File: src/rtl/alu_rr_arbiter_if.sv
// Requester-side bundle for alu_rr_arbiter: two request channels and two response slots.
// The arbiter connects through the slave modport. The requesters (or a bench) use the master modport.
interface alu_rr_arbiter_if;
    logic        req0_valid;
    logic        req0_ready;
    logic [3:0]  req0_oper;
    logic [31:0] req0_a;
    logic [31:0] req0_b;
    logic        req1_valid;
    logic        req1_ready;
    logic [3:0]  req1_oper;
    logic [31:0] req1_a;
    logic [31:0] req1_b;

    logic        rsp0_valid;
    logic        rsp0_ready;
    logic [31:0] rsp0_data;
    logic [3:0]  rsp0_flags;
    logic        rsp1_valid;
    logic        rsp1_ready;
    logic [31:0] rsp1_data;
    logic [3:0]  rsp1_flags;

    modport slave (
        input  req0_valid, req0_oper, req0_a, req0_b,
        input  req1_valid, req1_oper, req1_a, req1_b,
        input  rsp0_ready, rsp1_ready,
        output req0_ready, req1_ready,
        output rsp0_valid, rsp0_data, rsp0_flags,
        output rsp1_valid, rsp1_data, rsp1_flags
    );

    modport master (
        output req0_valid, req0_oper, req0_a, req0_b,
        output req1_valid, req1_oper, req1_a, req1_b,
        output rsp0_ready, rsp1_ready,
        input  req0_ready, req1_ready,
        input  rsp0_valid, rsp0_data, rsp0_flags,
        input  rsp1_valid, rsp1_data, rsp1_flags
    );
endinterface

File: src/rtl/alu_rr_arbiter.sv
// Round-robin sequencer that shares one external combinational ALU between two requesters.
// Each requester gets a private response slot, which holds the result until that requester consumes it.
//
// state | meaning
// IDLE  | waiting for an eligible request; grants at most one per cycle
// EXEC  | alu_* registers stable, ALU settling; result captured at the edge
module alu_rr_arbiter (
    input  logic                  clk,
    input  logic                  rst,
    alu_rr_arbiter_if.slave       bus,
    output logic [3:0]            alu_oper,
    output logic [31:0]           alu_a,
    output logic [31:0]           alu_b,
    input  logic [31:0]           alu_out,
    input  logic                  alu_sf,
    input  logic                  alu_vf,
    input  logic                  alu_cf,
    input  logic                  alu_zf,
    output logic                  busy
);

    typedef enum logic {IDLE, EXEC} state_t;

    state_t      state;
    state_t      state_nx;
    logic        last_grant;
    logic        cur;
    logic        elig0;
    logic        elig1;
    logic        grant0;
    logic        grant1;

    logic        rsp0_valid_q;
    logic        rsp1_valid_q;
    logic [31:0] rsp0_data_q;
    logic [31:0] rsp1_data_q;
    logic [3:0]  rsp0_flags_q;
    logic [3:0]  rsp1_flags_q;

    // Gating eligibility with rst keeps req*_ready low for the whole reset cycle.
    assign elig0 = !rst && bus.req0_valid && !rsp0_valid_q;
    assign elig1 = !rst && bus.req1_valid && !rsp1_valid_q;

    always_ff @(posedge clk) begin
        if (rst) begin
            state <= IDLE;
        end else begin
            state <= state_nx;
        end
    end

    always_comb begin
        state_nx = state;
        grant0   = 1'b0;
        grant1   = 1'b0;
        case (state)
            IDLE: begin
                if (elig0 && (!elig1 || last_grant)) begin
                    grant0 = 1'b1;
                end else if (elig1) begin
                    grant1 = 1'b1;
                end
                if (grant0 || grant1) begin
                    state_nx = EXEC;
                end
            end
            EXEC: state_nx = IDLE;
            default: state_nx = IDLE;
        endcase
    end

    always_ff @(posedge clk) begin
        if (rst) begin
            last_grant   <= 1'b1;
            cur          <= 1'b0;
            alu_oper     <= 4'd0;
            alu_a        <= 32'd0;
            alu_b        <= 32'd0;
            rsp0_valid_q <= 1'b0;
            rsp1_valid_q <= 1'b0;
            rsp0_data_q  <= 32'd0;
            rsp1_data_q  <= 32'd0;
            rsp0_flags_q <= 4'd0;
            rsp1_flags_q <= 4'd0;
        end else begin
            if (grant0 || grant1) begin
                alu_oper   <= grant1 ? bus.req1_oper : bus.req0_oper;
                alu_a      <= grant1 ? bus.req1_a    : bus.req0_a;
                alu_b      <= grant1 ? bus.req1_b    : bus.req0_b;
                cur        <= grant1;
                last_grant <= grant1;
            end
            if (rsp0_valid_q && bus.rsp0_ready) begin
                rsp0_valid_q <= 1'b0;
            end
            if (rsp1_valid_q && bus.rsp1_ready) begin
                rsp1_valid_q <= 1'b0;
            end
            // Slot cur was empty at grant, so this write never races its own consumption.
            if (state == EXEC) begin
                if (cur) begin
                    rsp1_valid_q <= 1'b1;
                    rsp1_data_q  <= alu_out;
                    rsp1_flags_q <= {alu_sf, alu_vf, alu_cf, alu_zf};
                end else begin
                    rsp0_valid_q <= 1'b1;
                    rsp0_data_q  <= alu_out;
                    rsp0_flags_q <= {alu_sf, alu_vf, alu_cf, alu_zf};
                end
            end
        end
    end

    assign bus.req0_ready = grant0;
    assign bus.req1_ready = grant1;
    assign bus.rsp0_valid = rsp0_valid_q;
    assign bus.rsp1_valid = rsp1_valid_q;
    assign bus.rsp0_data  = rsp0_data_q;
    assign bus.rsp1_data  = rsp1_data_q;
    assign bus.rsp0_flags = rsp0_flags_q;
    assign bus.rsp1_flags = rsp1_flags_q;
    assign busy           = (state == EXEC);

endmodule

File: src/flat_wrapper.sv
// flat-port wrapper written by rule: the top's interface ports become plain ports
module alu_rr_arbiter_flat 
  (clk, rst, alu_oper, alu_a, alu_b, alu_out, alu_sf, alu_vf, alu_cf, alu_zf, busy, bus_req0_valid, bus_req0_oper, bus_req0_a, bus_req0_b, bus_req1_valid, bus_req1_oper, bus_req1_a, bus_req1_b, bus_rsp0_ready, bus_rsp1_ready, bus_req0_ready, bus_req1_ready, bus_rsp0_valid, bus_rsp0_data, bus_rsp0_flags, bus_rsp1_valid, bus_rsp1_data, bus_rsp1_flags);
  alu_rr_arbiter_if bus_i ();
  input  logic clk;
  input  logic rst;
  output logic [3:0] alu_oper;
  output logic [31:0] alu_a;
  output logic [31:0] alu_b;
  input  logic [31:0] alu_out;
  input  logic alu_sf;
  input  logic alu_vf;
  input  logic alu_cf;
  input  logic alu_zf;
  output logic busy;
  input wire logic [$bits(bus_i.req0_valid)-1:0] bus_req0_valid;
  input wire logic [$bits(bus_i.req0_oper)-1:0] bus_req0_oper;
  input wire logic [$bits(bus_i.req0_a)-1:0] bus_req0_a;
  input wire logic [$bits(bus_i.req0_b)-1:0] bus_req0_b;
  input wire logic [$bits(bus_i.req1_valid)-1:0] bus_req1_valid;
  input wire logic [$bits(bus_i.req1_oper)-1:0] bus_req1_oper;
  input wire logic [$bits(bus_i.req1_a)-1:0] bus_req1_a;
  input wire logic [$bits(bus_i.req1_b)-1:0] bus_req1_b;
  input wire logic [$bits(bus_i.rsp0_ready)-1:0] bus_rsp0_ready;
  input wire logic [$bits(bus_i.rsp1_ready)-1:0] bus_rsp1_ready;
  output wire logic [$bits(bus_i.req0_ready)-1:0] bus_req0_ready;
  output wire logic [$bits(bus_i.req1_ready)-1:0] bus_req1_ready;
  output wire logic [$bits(bus_i.rsp0_valid)-1:0] bus_rsp0_valid;
  output wire logic [$bits(bus_i.rsp0_data)-1:0] bus_rsp0_data;
  output wire logic [$bits(bus_i.rsp0_flags)-1:0] bus_rsp0_flags;
  output wire logic [$bits(bus_i.rsp1_valid)-1:0] bus_rsp1_valid;
  output wire logic [$bits(bus_i.rsp1_data)-1:0] bus_rsp1_data;
  output wire logic [$bits(bus_i.rsp1_flags)-1:0] bus_rsp1_flags;
  assign bus_i.req0_valid = bus_req0_valid;
  assign bus_i.req0_oper = bus_req0_oper;
  assign bus_i.req0_a = bus_req0_a;
  assign bus_i.req0_b = bus_req0_b;
  assign bus_i.req1_valid = bus_req1_valid;
  assign bus_i.req1_oper = bus_req1_oper;
  assign bus_i.req1_a = bus_req1_a;
  assign bus_i.req1_b = bus_req1_b;
  assign bus_i.rsp0_ready = bus_rsp0_ready;
  assign bus_i.rsp1_ready = bus_rsp1_ready;
  assign bus_req0_ready = bus_i.req0_ready;
  assign bus_req1_ready = bus_i.req1_ready;
  assign bus_rsp0_valid = bus_i.rsp0_valid;
  assign bus_rsp0_data = bus_i.rsp0_data;
  assign bus_rsp0_flags = bus_i.rsp0_flags;
  assign bus_rsp1_valid = bus_i.rsp1_valid;
  assign bus_rsp1_data = bus_i.rsp1_data;
  assign bus_rsp1_flags = bus_i.rsp1_flags;
  alu_rr_arbiter u_core (.clk(clk), .rst(rst), .bus(bus_i), .alu_oper(alu_oper), .alu_a(alu_a), .alu_b(alu_b), .alu_out(alu_out), .alu_sf(alu_sf), .alu_vf(alu_vf), .alu_cf(alu_cf), .alu_zf(alu_zf), .busy(busy));
endmodule
File: config.mk
export PLATFORM = sky130hd
export DESIGN_NAME = alu_rr_arbiter_flat
export DESIGN_NICKNAME = d
export VERILOG_FILES = /design/src/rtl/alu_rr_arbiter_if.sv /design/src/rtl/alu_rr_arbiter.sv /design/src/flat_wrapper.sv
export SDC_FILE = /design/constraint.sdc
export NUM_CORES = 1
export LEC_CHECK = 0
export ABC_AREA = 1
export CAP_MARGIN = 25
export CORE_AREA = 2 2 126 128
export CTS_CLUSTER_SIZE = 20
export DETAILED_ROUTE_END_ITERATION = 8
export DIE_AREA = 0 0 128 130
export PLACE_DENSITY = 0.8
export SLEW_MARGIN = 0
export SYNTH_ARGS = -nofsm -noshare
export SYNTH_HDL_FRONTEND = slang
export SYNTH_SLANG_ARGS = --single-unit
export TNS_END_PERCENT = 10
File: constraint.sdc
create_clock -name clk -period 3.34 [get_ports clk]
set_clock_uncertainty 0.1 [all_clocks]
set_input_delay 0.668 -clock clk [delete_from_list [all_inputs] [get_ports clk]]
set_output_delay 0.668 -clock clk [all_outputs]
set_load 0.01 [all_outputs]
==> impl_metrics.env <==
export IMPL_layout_cells_non_filler=1421
export IMPL_slew_violations=0
export IMPL_yosys_top_cells_area="dfxtp_1 (47%), nand2_1 (13%), nand3_1 (11%)"
export IMPL_grt_total_usage=0.242
export IMPL_ant_nets=0
export IMPL_yosys_warnings=0
export IMPL_layout_nets=1396
export IMPL_critPathMaxFanout=10
export IMPL_rsz0062_at_grt="false"
export IMPL_yosysMostFrequentCell="nand2_1"
export IMPL_end_kind="output pin"
export IMPL_syn_to_final_growth_pct=63.8
export IMPL_ys_seq_area_frac=0.474
export IMPL_setup_violations=0
export IMPL_status="finished, final reports clean"
export IMPL_highest_layer="met4"
export IMPL_first_global_vias=6184
export IMPL_power_uw=5090
export IMPL_met3WireLength_mm=1.24
export IMPL_cap_violations=0
export IMPL_syn_cell_area_um2=6130
export IMPL_root_buffer="clkbuf_16"
export IMPL_grt_start_max_net_pins=75
export IMPL_setup_tns_ns=0
export IMPL_cts_tree="done"
export IMPL_yosys_area_top_type_share=0.474
export IMPL_grt_first_pass_wirelength_mm=31.8
export IMPL_vias=6650
export IMPL_drtPass1Iterations=5
export IMPL_die_h_um=130
export IMPL_clock_latency_ns=0.41
export IMPL_fillers=1385
export IMPL_layout_setup_ws_ns=0.202
export IMPL_dr_wl_met2_mm=10.2
export IMPL_leakage_uw=0.00473
export IMPL_min_period_ns=3.14
export IMPL_ys_types=16
export IMPL_overflow=0
export IMPL_yosys_register_bits=145
export IMPL_io_pins=323
export IMPL_synth_top_area_cell="dfxtp_1"
export IMPL_clkTransAtPathRegs_ns=0.05
export IMPL_start_util=0.397
export IMPL_drt_iter0_markers=518
export IMPL_tightest_slew_ns=0.779
export IMPL_cts_sinks=145
export IMPL_wl_mm=20.8
export IMPL_syn_nets=1100
export IMPL_powerDensity_nw_per_um2=507
export IMPL_die_w_um=128
export IMPL_post_cts_buffers=0
export IMPL_slew_headroom=0.480
export IMPL_die_area_um2=16600
export IMPL_postCtsHoldBufs=0
export IMPL_synth_edf_count=0
export IMPL_synth_top_cells_by_count="nand2_1 (210), nor2_1 (148), dfxtp_1 (145), inv_1 (141), nand3_1 (138)"
export IMPL_post_place_ws_ns=0.209
export IMPL_post_route_drc_count=0
export IMPL_antenna_cells=0
export IMPL_fmax_ghz=0.319
export IMPL_coreArea_um2=15400
export IMPL_grt_antenna_before_repair=0
export IMPL_hold_class="register to register"
export IMPL_wire_per_inst_um=14.6
export IMPL_period_share=0.940
export IMPL_syn_area_per_cell_um2=6.65
export IMPL_start_kind="input port"
export IMPL_netlist_instances=922
export IMPL_rows=46
export IMPL_dp_cells=1391
export IMPL_crit_required_ns=2.57
export IMPL_drive_above_1_share=0.0382
export IMPL_viasPerCell=4.68
export IMPL_path_class="input port to output pin"
export IMPL_synth_ff_type="dfxtp_1"
export IMPL_vdd_drop_max_uv=364
export IMPL_portBuffers=322
export IMPL_place_congestion=0.830
export IMPL_synthArstFlopShare=0
export IMPL_met1_length_mm=8.64
export IMPL_cts_buffers=17
export IMPL_dp_hpwl_mm=14.3
export IMPL_finalHoldViolCount=0
export IMPL_clockBufferDepth=2
export IMPL_cp_arrival_ns=2.37
export IMPL_cts_max_level=4
export IMPL_cts_resized=0
layout by cell type, fill, tap and decap left out:
master	Yosys	layout
a21oi_1	2	2
buf_12	0	2
buf_4	3	9
bufinv_16	0	2
clkbuf_1	31	2
clkbuf_16	0	17
clkbuf_8	0	2
clkdlybuf4s50_1	0	322
clkinv_1	1	1
clkinv_2	0	2
clkinv_4	0	2
clkinvlp_4	0	3
dfxtp_1	145	145
inv_1	141	141
inv_2	3	3
nand2_1	210	209
nand2_2	2	3
nand3_1	138	138
nor2_1	148	148
nor2_2	2	1
nor2_4	0	1
o211ai_1	1	1
o21ai_0	73	73
where the power goes:
part	internal (µW)	switching (µW)
registers	1930	99.2
logic	641	561
clock network	1130	736
path summary, 6_finish.rpt:
kind / startpoint / end / slack [ns] / depth (start not counted)
min reg2reg: u_core.alu_a[28] / u_core.alu_a[28] / 0.35 / 2
min: u_core.alu_a[28] / u_core.alu_a[28] / 0.35 / 2
max reg2reg: u_core.bus.rsp0_valid / u_core.alu_a[16] / 1.42 / 7
max: bus_req0_valid / bus_req0_ready / 0.20 / 6
stage by stage:
step           hold slack [ns]   util  instance area, µm²
3_3_place_gp             0.336  0.614                9470
2_1_floorplan            0.374      -                6130
3_5_place_dp             0.338  0.614                9470
5_1_grt                  0.369  0.651               10000
4_1_cts                  0.351  0.651               10000
6_report                 0.348  0.651               10000
routing by layer:
metal  vias to the layer above  GRT usage
li1                       3398          -
met1                      2975      0.300
met2                       230      0.401
met3                        47     0.0554
met4                         0      0.119
met5                         -          0
area by class of cell:
| cell class | instances | area, µm² | area share |
|---|---|---|---|
| clock buffer | 21 | 460 | 0.0459 |
| multi-input combinational | 576 | 2450 | 0.244 |
| timing repair buffer | 333 | 3330 | 0.332 |
| inverter | 145 | 544 | 0.0542 |
| sequential | 145 | 2900 | 0.289 |
| clock inverter | 9 | 110 | 0.0110 |
| tap | 192 | 240 | 0.0239 |
worst max-delay path: stages:
cell,delay (ns)
clkdlybuf4s50_1,0.54
nand2_1,0.07
nor2_1,0.16
nand2_2,0.17
nor2_1,0.18
clkdlybuf4s50_1,0.57
kinds of logic (layout without fill, tap and decap cells):
group	count (synthesis)	in the layout	synth area share
flip-flops	145	145	0.474
AND/OR/NAND/NOR	500	500	0.336
buffers and inverters	201	508	0.128
AO/OA/AOI/OAI	76	76	0.0625
state kept, by name, indices dropped and copies added (netlist names):
signal and count:
u_core.bus.rsp1_valid 1, u_core.last_grant 1, u_core.bus.rsp0_flags 4, u_core.bus.rsp0_valid 1, u_core.cur 1, u_core.alu_oper 4
u_core.bus.rsp0_data 32, u_core.alu_b 32, u_core.bus.rsp1_flags 4, u_core.alu_a 32, u_core.bus.rsp1_data 32, u_core.busy 1
(Power assumes the default switching activity.)
